$ cat src/rtl/imm_decode_stage.sv
// Immediate-decode pipeline stage: RV32I/RV64I immediate extraction behind a 2-entry skid buffer.
// Optional build macro IMM_ILLEGAL_CHECK_EN adds out_illegal and forces flagged entries to NONE/0.
module imm_decode_stage #(
    parameter int XLEN = 32
) (
    input  logic            clk,
    input  logic            rst,
    input  logic            flush,
    input  logic            in_valid,
    output logic            in_ready,
    input  logic [31:0]     in_inst,
    output logic            out_valid,
    input  logic            out_ready,
    output logic [31:0]     out_inst,
    output logic [XLEN-1:0] out_imm,
    output logic [2:0]      out_type,
`ifdef IMM_ILLEGAL_CHECK_EN
    output logic            out_illegal,
`endif
    output logic [1:0]      state_dbg
);

    localparam logic [2:0] T_NONE  = 3'd0;
    localparam logic [2:0] T_I     = 3'd1;
    localparam logic [2:0] T_S     = 3'd2;
    localparam logic [2:0] T_B     = 3'd3;
    localparam logic [2:0] T_U     = 3'd4;
    localparam logic [2:0] T_J     = 3'd5;
    localparam logic [2:0] T_SHAMT = 3'd6;
    localparam bit         RV64    = (XLEN == 64);

    // Handshake: a beat moves on a rising edge where valid and ready are both high;
    // in_ready is registered and low only while the skid entry is occupied.
    typedef enum logic [1:0] {
        S_EMPTY = 2'd0,
        S_ONE   = 2'd1,
        S_TWO   = 2'd2
    } state_t;

    state_t            state;
    logic [31:0]       skid_inst;
    logic [XLEN-1:0]   skid_imm;
    logic [2:0]        skid_type;
    logic [6:0]        opc;
    logic [1:0]        f3lo;
    logic [31:0]       raw;
    logic              sext;
    logic [5:0]        shamt;
    logic [2:0]        dec_type;
    logic [XLEN-1:0]   dec_imm;
    logic              accept;
    logic              consume;

    assign opc       = in_inst[6:0];
    assign f3lo      = in_inst[13:12];
    assign accept    = in_valid & in_ready;
    assign consume   = out_valid & out_ready;
    assign state_dbg = state;

    // raw holds the immediate sign-extended to 32 bits; widened to XLEN below.
    always_comb begin
        raw      = '0;
        sext     = 1'b1;
        shamt    = '0;
        dec_type = T_NONE;
        case (opc)
            7'b0110111, 7'b0010111: begin
                raw      = {in_inst[31:12], 12'h000};
                dec_type = T_U;
            end
            7'b1101111: begin
                raw      = {{11{in_inst[31]}}, in_inst[31], in_inst[19:12], in_inst[20],
                            in_inst[30:21], 1'b0};
                dec_type = T_J;
            end
            7'b1100111, 7'b0000011: begin
                raw      = {{20{in_inst[31]}}, in_inst[31:20]};
                dec_type = T_I;
            end
            7'b0010011: begin
                if (f3lo == 2'b01) begin
                    sext     = 1'b0;
                    shamt    = RV64 ? in_inst[25:20] : {1'b0, in_inst[24:20]};
                    dec_type = T_SHAMT;
                end else begin
                    raw      = {{20{in_inst[31]}}, in_inst[31:20]};
                    dec_type = T_I;
                end
            end
            7'b0011011: begin
                if (RV64) begin
                    if (f3lo == 2'b01) begin
                        sext     = 1'b0;
                        shamt    = {1'b0, in_inst[24:20]};
                        dec_type = T_SHAMT;
                    end else begin
                        raw      = {{20{in_inst[31]}}, in_inst[31:20]};
                        dec_type = T_I;
                    end
                end
            end
            7'b0100011: begin
                raw      = {{20{in_inst[31]}}, in_inst[31:25], in_inst[11:7]};
                dec_type = T_S;
            end
            7'b1100011: begin
                raw      = {{19{in_inst[31]}}, in_inst[31], in_inst[7], in_inst[30:25],
                            in_inst[11:8], 1'b0};
                dec_type = T_B;
            end
            default: begin
                dec_type = T_NONE;
            end
        endcase
    end

`ifdef IMM_ILLEGAL_CHECK_EN
    logic            dec_illegal;
    logic            skid_illegal;
    logic [XLEN-1:0] fin_imm;
    logic [2:0]      fin_type;

    always_comb begin
        dec_illegal = (in_inst[1:0] != 2'b11);
        case (opc)
            7'b0110111, 7'b0010111, 7'b1101111, 7'b1100111,
            7'b0000011, 7'b0100011, 7'b1100011: begin
                dec_illegal = dec_illegal;
            end
            7'b0010011: begin
                if (f3lo == 2'b01) begin
                    if (RV64)
                        dec_illegal = dec_illegal |
                            !((in_inst[31:26] == 6'b000000) || (in_inst[31:26] == 6'b010000));
                    else
                        dec_illegal = dec_illegal |
                            !((in_inst[31:25] == 7'b0000000) || (in_inst[31:25] == 7'b0100000));
                end
            end
            7'b0011011: begin
                if (!RV64)
                    dec_illegal = 1'b1;
                else if (f3lo == 2'b01)
                    dec_illegal = dec_illegal |
                        !((in_inst[31:25] == 7'b0000000) || (in_inst[31:25] == 7'b0100000));
            end
            default: begin
                dec_illegal = 1'b1;
            end
        endcase
        fin_imm  = sext ? XLEN'($signed(raw)) : XLEN'(shamt);
        fin_type = dec_type;
        if (dec_illegal) begin
            fin_imm  = '0;
            fin_type = T_NONE;
        end
    end
    assign dec_imm = fin_imm;
`else
    assign dec_imm = sext ? XLEN'($signed(raw)) : XLEN'(shamt);
`endif

    always_ff @(posedge clk) begin
        if (rst) begin
            state     <= S_EMPTY;
            in_ready  <= 1'b1;
            out_valid <= 1'b0;
            out_inst  <= '0;
            out_imm   <= '0;
            out_type  <= T_NONE;
            skid_inst <= '0;
            skid_imm  <= '0;
            skid_type <= T_NONE;
`ifdef IMM_ILLEGAL_CHECK_EN
            out_illegal  <= 1'b0;
            skid_illegal <= 1'b0;
`endif
        end else if (flush) begin
            state     <= S_EMPTY;
            in_ready  <= 1'b1;
            out_valid <= 1'b0;
        end else begin
            case (state)
                S_EMPTY: begin
                    if (accept) begin
                        out_valid <= 1'b1;
                        out_inst  <= in_inst;
                        out_imm   <= dec_imm;
`ifdef IMM_ILLEGAL_CHECK_EN
                        out_type    <= fin_type;
                        out_illegal <= dec_illegal;
`else
                        out_type  <= dec_type;
`endif
                        state     <= S_ONE;
                    end
                end
                S_ONE: begin
                    if (accept && consume) begin
                        out_inst <= in_inst;
                        out_imm  <= dec_imm;
`ifdef IMM_ILLEGAL_CHECK_EN
                        out_type    <= fin_type;
                        out_illegal <= dec_illegal;
`else
                        out_type <= dec_type;
`endif
                    end else if (accept) begin
                        skid_inst <= in_inst;
                        skid_imm  <= dec_imm;
`ifdef IMM_ILLEGAL_CHECK_EN
                        skid_type    <= fin_type;
                        skid_illegal <= dec_illegal;
`else
                        skid_type <= dec_type;
`endif
                        in_ready  <= 1'b0;
                        state     <= S_TWO;
                    end else if (consume) begin
                        out_valid <= 1'b0;
                        state     <= S_EMPTY;
                    end
                end
                S_TWO: begin
                    // Older entry leaves; the skid entry becomes the head.
                    if (consume) begin
                        out_inst <= skid_inst;
                        out_imm  <= skid_imm;
                        out_type <= skid_type;
`ifdef IMM_ILLEGAL_CHECK_EN
                        out_illegal <= skid_illegal;
`endif
                        in_ready <= 1'b1;
                        state    <= S_ONE;
                    end
                end
                default: begin
                    state     <= S_EMPTY;
                    in_ready  <= 1'b1;
                    out_valid <= 1'b0;
                end
            endcase
        end
    end

endmodule
$ cat config.mk
export PLATFORM = sky130hd
export DESIGN_NAME = imm_decode_stage
export DESIGN_NICKNAME = d
export VERILOG_FILES = /design/src/rtl/imm_decode_stage.sv
export SDC_FILE = /design/constraint.sdc
export NUM_CORES = 1
export LEC_CHECK = 0
export CAP_MARGIN = 20
export CORE_MARGIN = 4
export CORE_UTILIZATION = 53
export CTS_CLUSTER_SIZE = 30
export DETAILED_ROUTE_END_ITERATION = 16
export HOLD_SLACK_MARGIN = 0.08
export PLACE_DENSITY = 0.82
export SYNTH_ARGS = -nofsm -noshare
export SYNTH_HDL_FRONTEND = slang
export SYNTH_SLANG_ARGS = --single-unit
$ cat constraint.sdc
create_clock -name clk -period 2.3 [get_ports clk]
set_input_delay 0.345 -clock clk [delete_from_list [all_inputs] [get_ports clk]]
set_output_delay 0.345 -clock clk [all_outputs]
set_load 0.02 [all_outputs]
* Word level (Yosys, flattened, before mapping)
Cells that the tools add are included.
** Storage, ports and cells
- Output and inout bits :: 71
- Flip-flop bits (word level) :: 138
- Input bits :: 37
** Cells by class
- Bitwise logic cells :: 6
- Reductions and logical operators :: 11
- Muxes and demuxes :: 36
- Eq/ne operators :: 19
** Operator list (count)
- 32-bit 2-to-1 mux :: 8
- 32-bit case mux with 3 select lines :: 2
- 32-bit case mux with 6 select lines :: 1
- 7-bit == test, second input constant :: 3
- 3-bit case mux with 6 select lines :: 1
- 7-bit by 5-bit == test with 1-bit output, second input constant :: 2
- 7-bit by 6-bit == test with 1-bit output, second input constant :: 2
- 2-bit != test, second input constant :: 7
- 3-bit 2-to-1 mux :: 4
- 4-bit AND reduction :: 3
- 2-bit 2-to-1 mux :: 5
- 5-bit 2-to-1 mux :: 2
- 5-bit AND reduction :: 2
- 1-bit 2-to-1 mux :: 9
- 3-bit case mux with 3 select lines :: 1
- 7-bit by 2-bit == test with 1-bit output, second input constant :: 1
- 1-bit case mux with 3 select lines :: 2
- 2-bit case mux with 3 select lines :: 1
- 2-bit OR reduction :: 3
- 2-bit by 1-bit == test with 1-bit output, second input constant :: 2
- 1-bit NOT :: 4
- 3-bit != test, second input constant :: 1
- 3-bit nonzero test :: 1
- 1-bit AND :: 2
- 3 further kinds :: 3

* Longest topological paths before layout
Gate-level depths: netlist of the first run.
- Depth in word-level cells :: 6
- Mapped depth :: 8

* Least setup slack after synthesis of the first run
No wires, ideal clock.
- Kind :: flip-flop to flip-flop
- Start point :: register state[1], in the netlist state_dbg[1]
- End point :: register out_imm[30]
- Required time :: 2.180 ns
- Period minus slack after synthesis :: 1.916 ns
- Setup slack :: 0.384 ns
- Arrival :: 1.796 ns
- Cell stages (with the launch flop) :: 9
- Cell sequence :: dfxtp_1 buf_4 nand2b_1 buf_4 o32a_1 clkbuf_1 nand2_1 a21oi_1 a211o_1
** Between the ends
- Word-level cells in the longest chain between the ends :: 3
- Elaborated cells between the ends (all ways) :: 9
** Ends and longest elaborated chain
- from (decl) :: line 40 : state_t state;
- from (signal assigned) :: line 165 : state <= S_EMPTY;
- from (signal assigned) :: line 179 : state <= S_EMPTY;
- from (signal assigned) :: line 195 : state <= S_ONE;
- 2-bit by 1-bit == test with 1-bit output (tied with other cells) :: line 183 : case (state)
- 2-bit != test (no line) or 3-bit nonzero test (tied branches)
- 5-bit AND reduction (no line)
- to (signal assigned) :: line 188 : out_imm <= dec_imm;
- to (signal assigned) :: line 201 : out_imm <= dec_imm;
- to (signal assigned) :: line 228 : out_imm <= skid_imm;
- to (decl) :: line 15 : output logic [XLEN-1:0] out_imm,
Parallel ways exist; a longest one is shown, timed or not.
A chain may end at the register's enable or synchronous reset.

* Worst setup path in the final report of the first run
- Start point :: register state[0], in the netlist state_dbg[0]
- End point :: register out_imm[25]
Same word-level chain as after synthesis.

==> summary.md, run 1 <==
| Metric | Value |
|---|---|
| Status | finished clean |
| Synth top area share | 0.460 |
| EDFF count, synth | 0 |
| PnR worst setup slack | around 0.20 ns |
| Clock Latency Late Sink | around 0.42 ns |
| Clk slew on worst S/H paths | 0.06 ns |
| Vias per cell | around 6.2 |
| Routability congestion estimate | between 0.9 and 1 |
| Number of synthesis warnings | 0 |
| Synth cell types | 50 |
| Die Height | approximately 110 um |
| Worst hold path class | in -> reg |
| VDD IR-drop max | 0.394 mV |
| I/O Pins | about 110 |
| Share of synthesized registers carrying an async set or reset | 0 |
| Share of cells above drive strength 1 | 0.106 |
| CP Class | reg -> reg |
| WHS | 0.384 ns |
| Max_cap viols | 0 |
| Ys flop type | dfxtp_1 |
| Sequential area share after synthesis | 0.460 |
| Layout area overhead | 32.3% |
| Wirelength per Cell | between 15 and 20 um |
| Endpoints failing setup | 0 |
| Post-DP HPWL | between 10000 and 15000 um |
| Syn nets | around 780 |
| Count of hold-fix buffers inserted at cts | 0 |
| Max Slew Vio Count | 0 |
| Vias | around 6200 |
| CP Data Arrival Time | around 2.5 ns |
| Antenna cells | 0 |
| Num CTS Buffers | 17 |
| Critical path endpoint category | flip-flop |
| Buffers on Ports | roughly 110 |
| Max Clk Rate | 475 MHz |
| FF+latch count, synth | approximately 140 |
| CP Launch Type | flip-flop |
| CTS Buffer Depth | 2 |
| Final worst path period share | 0.915 |
| CTS root buf | clkbuf_16 |
| Crit Path Max Fanout | 11 |
| Worst Tran Pin Value | 0.825 ns |
| Mapped Area | 6000 um^2 |
| Overflow after GRT | 0 |
| Final nets | between 800 and 900 |
| Period minus WS final | roughly 2.1 ns |
| CTS tree | yes |
| DRC Markers | 0 |
| Setup skew after layout | ~0.007 ns |
| DRT antenna net count | 0 |
| Hold depth | 4 |
| Cells after Synth | roughly 740 |
| Pin count of the biggest net entering global routing | 139 |
| Final total power | ~6000 uW |
| Vias in the first global route | a little over 6000 |
| Worst slack at placement | -0.116 ns |
| Reg2reg path depth | 5 |
| Initial detailed-routing violation count | ~510 |
| Sink Count | approximately 140 |
| Die W | between 100 and 150 um |
| LEAKAGE | about 0.0030 uW |
| Synth area leader | dfxtp_1 |
| CTS resizes | 0 |
| RSZ-0062 raised after global routing | false |
| Relative slew slack | 0.449 |
| GRT Util Overall | 0.279 |
| Final Hold Fails | 0 |
| Row Count | 38 |
| First-pass GRT wire length | between 20000 and 30000 um |
| Fill count | approximately 830 |
| TritonRoute pass-1 iters | 8 |
| PwrDens | roughly 760 nW/um^2 |
| Post-Route WL | around 18000 um |
| # Post-CTS Setup Buffers | 0 |
| Syn Area/Cell | about 8.1 um^2 |
| H-tree depth | 4 |
| Required @ worst endpoint | 2.66 ns |
| Core area | 10900 um^2 |
| Die area | around 13000 um^2 |
| Starting density of the core | 0.549 |
| Antenna violations before repair | 0 |
| Synth area leaders | dfxtp_1 46%, nand2_1 9.9%, nor2_1 5.4%, a21oi_1 4.8%, a311oi_1 4.7% |
-- per-stage QoR --
stage                      util  cell area, um^2  instances  TNS (ns)
final                     0.726             7940        995         0
after global routing      0.726             7940        995         0
after CTS                 0.726             7940        995         0
after detailed placement  0.670             7330        963     -1.56
after global placement    0.670             7330        963    -0.333
after floorplan               -             6000        738         0
-- power by group --
| part | leakage (uW) | internal, uW | switching (uW) | total (uW) |
|---|---|---|---|---|
| logic | 0.00156 | 289 | 384 | 673 |
| clock network | 0.000294 | 1740 | 1070 | 2820 |
| registers | 0.00112 | 2470 | 48.7 | 2520 |
| total | 0.00297 | 4500 | 1510 | 6010 |
-- cell usage after synthesis (all sizes together) (3+ instances only) --
library cell,count
nand3,27
a21boi,5
inv,3
a21oi,58
o21ai,7
nor2,86
a311oi,33
dfxtp,138
a2bb2oi,7
a211oi,30
nor2b,7
nor3,41
buf,29
a31oi,4
nand2,158
nand3b,5
o41ai,5
a221oi,6
clkbuf,39
o211ai,3
a211o,19
and2,4
-- final timing paths --
| path | from | to | slack [ns] |
|---|---|---|---|
| setup reg to reg | state_dbg[0]$_SDFFE_PP0P_ | out_imm[25]$_SDFFE_PP0P_ | 0.20 |
| hold reg to reg | skid_inst[1]$_SDFFE_PP0P_ | skid_inst[1]$_SDFFE_PP0P_ | 0.46 |
| hold / removal | rst | out_imm[2]$_SDFFE_PP0P_ | 0.38 |
| setup / recovery | state_dbg[0]$_SDFFE_PP0P_ | out_imm[25]$_SDFFE_PP0P_ | 0.20 |
-- per-layer routing --
metal  GRT usage  share of wire
met5           0              0
met4       0.123          0.028
met3      0.0698          0.088
met2       0.470           0.49
met1       0.336           0.39
-- cell families (layout without fill, tap and decap cells) --
family | after synthesis | in the layout | share of synthesized area
buffers and inverters | 71 | 188 | 0.0557
XOR/XNOR | 1 | 1 | 0.00146
AND/OR/NAND/NOR | 343 | 343 | 0.255
flip-flops | 138 | 138 | 0.460
AO/OA/AOI/OAI | 185 | 185 | 0.227
-- final cells by class --
class                           count  area (um^2)  share of cell area
Inverter                            3         11.3             0.00142
Timing Repair Buffer              153         1460               0.184
Clock inverter                     13          168              0.0211
Tap cell                          140          175              0.0221
Clock buffer                       19          443              0.0558
Sequential cell                   138         2760               0.348
Multi-Input combinational cell    529         2920               0.367
-- cell usage in the layout (no fill, tap or decap), drive strengths merged, types with 7 or more instances in the layout --
cell,netlist,layout
a211o,19,19
a211oi,30,30
a21oi,58,58
a2bb2oi,7,7
a311oi,33,33
buf,29,47
clkbuf,39,19
clkdlybuf4s50,0,106
dfxtp,138,138
nand2,158,158
nand3,27,27
nor2,86,86
nor2b,7,7
nor3,41,41
o21ai,7,7
-- worst max-delay path, cell delays in order (launching register included) --
cell and delay, ns:
dfxtp_1 0.38, nand2b_2 0.28, o32ai_4 0.34, nand3_4 0.14
nor2b_1 0.67, a211o_1 0.23
-- flip-flops by register name, indices dropped and copies added, names as in the netlist --
name / flops
out_inst: 32
skid_imm: 32
state_dbg: 2
skid_inst: 32
out_type: 3
skid_type: 3
in_ready: 1
out_valid: 1
out_imm: 32
No activity file was read; power rests on OpenSTA's default activity.
==> run 2: changes to the inputs <==
--- a/config.mk
+++ b/config.mk
@@ -5,13 +5,13 @@
 export SDC_FILE = /design/constraint.sdc
 export NUM_CORES = 1
 export LEC_CHECK = 0
-export CAP_MARGIN = 20
 export CORE_MARGIN = 4
-export CORE_UTILIZATION = 53
+export CORE_UTILIZATION = 47
+export CTS_CLUSTER_DIAMETER = 50
 export CTS_CLUSTER_SIZE = 30
 export DETAILED_ROUTE_END_ITERATION = 16
 export HOLD_SLACK_MARGIN = 0.08
-export PLACE_DENSITY = 0.82
+export PLACE_DENSITY = 0.78
 export SYNTH_ARGS = -nofsm -noshare
 export SYNTH_HDL_FRONTEND = slang
 export SYNTH_SLANG_ARGS = --single-unit
==> constraint.sdc (replaced) <==
create_clock -name clk -period 1.84 [get_ports clk]
set_input_delay 0.276 -clock clk [delete_from_list [all_inputs] [get_ports clk]]
set_output_delay 0.276 -clock clk [all_outputs]
set_load 0.02 [all_outputs]
==> run 2 against run 1 <==
  * Sequential power is 25% higher
  * Design area is 6.0% higher
  * Combinational power is 37% higher
  * Total power is 26% higher
==> summary.md, run 2 (synthesis gave the netlist of run 1 again) <==
| Metric | Value |
|---|---|
| WHS | 0.265 ns (-0.119 ns) |
| LEAKAGE | 0.00324 uW (+8.8%) |
| Overflow after GRT | 0 (unchanged) |
| Die W | 121 um (+5.8%) |
| Worst hold path class | in -> reg |
| Layout area overhead | 40.3% |
| CP Class | reg -> reg |
| CP Data Arrival Time | 2.15 ns (-0.32 ns) |
| DRT antenna net count | 0 (unchanged) |
| VDD IR-drop max | 0.627 mV (+59%) |
| Max Slew Vio Count | 0 (unchanged) |
| Wirelength per Cell | 18.1 um (-0.93%) |
| Num CTS Buffers | 17 (unchanged) |
| Status | finished clean |
| I/O Pins | 108 (unchanged) |
| Period minus WS final | 1.79 ns (-0.318 ns) |
| Final Hold Fails | 0 (unchanged) |
| Relative slew slack | 0.546 (+0.0970) |
| CP Launch Type | flip-flop |
| Endpoints failing setup | 0 (unchanged) |
| Fin util | 0.669 (-0.0565) |
| Pin count of the biggest net entering global routing | 139 (unchanged) |
| Die Height | 121 um (+5.8%) |
| Vias in the first global route | 6260 (+3.0%) |
| H-tree depth | 4 (unchanged) |
| CTS tree | yes |
| Vias | 6232 (+0.96%) |
| Vias per cell | 5.87 (-5.4%) |
| Count of hold-fix buffers inserted at cts | 0 (unchanged) |
| DRC Markers | 0 (unchanged) |
| Antenna violations before repair | 1 (+1) |
| Worst Tran Pin Value | 0.682 ns (-0.144 ns) |
| Core area | 12600 um^2 (+15%) |
| CTS Buffer Depth | 2 (unchanged) |
| Setup skew after layout | 0.00788 ns (+0.000784 ns) |
| Crit Path Max Fanout | 8 (-3) |
| Share of cells above drive strength 1 | 0.148 (+0.0420) |
| Post-DP HPWL | 12500 um (+7.4%) |
| Most common cell after layout, fill and taps aside | nand2_1 |
| Clk slew on worst S/H paths | 0.06 ns (about the same) |
| Initial detailed-routing violation count | 761 (+50%) |
| Max_cap viols | 0 (unchanged) |
| Routability congestion estimate | 0.891 (-5.6%) |
| Required @ worst endpoint | 2.21 ns (-0.45 ns) |
| First-pass GRT wire length | 31000 um (+5.3%) |
| Starting density of the core | 0.477 (-0.0713) |
| Final worst path period share | 0.971 (+0.0560) |
| Post-Route WL | 19200 um (+5.7%) |
| Max Clk Rate | 560 MHz (+18%) |
| TritonRoute pass-1 iters | 5 (-3) |
| Critical path endpoint category | flip-flop |
| RSZ-0062 raised after global routing | true |
| Final nets | 915 (+4.1%) |
| CTS root buf | clkbuf_16 |
| Clock Latency Late Sink | 0.42 ns (about the same) |
| Die area | 14600 um^2 (+12%) |
| PwrDens | 903 nW/um^2 (+19%) |
| Row Count | 41 (+7.9%) |
| Sink Count | 138 (unchanged) |
| GRT Util Overall | 0.265 (-0.0139) |
| Most frequent cells in the layout | 157 x nand2_1, 135 x dfxtp_1, 102 x clkdlybuf4s50_1 |
| Buffers on Ports | 107 (unchanged) |
## run 2: layout make-up
type / instances / area [um^2]
inverter: 3 / 11.3
timing repair buffer: 189 / 1850
antenna: 1 / 2.50
multi-input combinational: 529 / 2970
sequential: 138 / 2770
clock inverter: 8 / 145
tap: 172 / 215
fill: 985 / 4150
clock buffer: 22 / 454
## run 2: where the power goes
| group | leakage (uW) | total, uW | switching [uW] | internal (uW) |
|---|---|---|---|---|
| registers | 0.00112 | 3150 | 59.7 | 3090 |
| clock network | 0.000286 | 3530 | 1250 | 2280 |
| logic | 0.00183 | 921 | 506 | 414 |
## run 2: path summary, 6_finish.rpt
kind | from | end | slack, ns | cells after the start
setup / recovery | state_dbg[0]$_SDFFE_PP0P_ | out_imm[17]$_SDFFE_PP0P_ | 0.05 | 7
hold / removal | out_ready | state_dbg[1]$_SDFFE_PP0P_ | 0.26 | 3
setup reg to reg | state_dbg[0]$_SDFFE_PP0P_ | out_imm[17]$_SDFFE_PP0P_ | 0.05 | 7
hold reg to reg | skid_inst[31]$_SDFFE_PP0P_ | skid_inst[31]$_SDFFE_PP0P_ | 0.45 | 2
## run 2: worst max-delay path: stages, from the launching register on
cell and delay (ns):
dfxtp_1 0.32, nand2b_4 0.17, o32ai_4 0.37, nand3_4 0.15
buf_6 0.15, a311oi_4 0.27, buf_6 0.18, a211o_1 0.11
## run 2: per-layer routing
layer | part of all wire | wire length [um] | vias up | track usage
li1 | - | - | 2909 | -
met1 | 0.41 | 7840 | 2991 | 0.317
met2 | 0.50 | 9510 | 276 | 0.446
met3 | 0.063 | 1200 | 56 | 0.0676
met4 | 0.033 | 638 | 0 | 0.123
met5 | 0 | 0 | - | 0
## run 2: metrics by stage
step | setup TNS [ns] | cell area, um^2 | setup WS, ns | power, uW | instances
3_5_place_dp | -38.95 | 7670 | -0.469 | 4080 | 1028
3_3_place_gp | -30.25 | 7670 | -0.423 | 4060 | 1028
6_report | 0 | 8410 | 0.0532 | 7600 | 1062
5_1_grt | -0.0960 | 8410 | -0.0299 | 7840 | 1062
4_1_cts | 0 | 8340 | 0.00368 | 7610 | 1060
2_1_floorplan | 0 | 6000 | 0.00177 | 3640 | 738
## run 2: timing repair
action                     CTS  global route
setup buffers                1             1
gates resized for setup      8            19
cloned                       1             0
pin swaps                    2             4
setup endpoints to repair   35            55
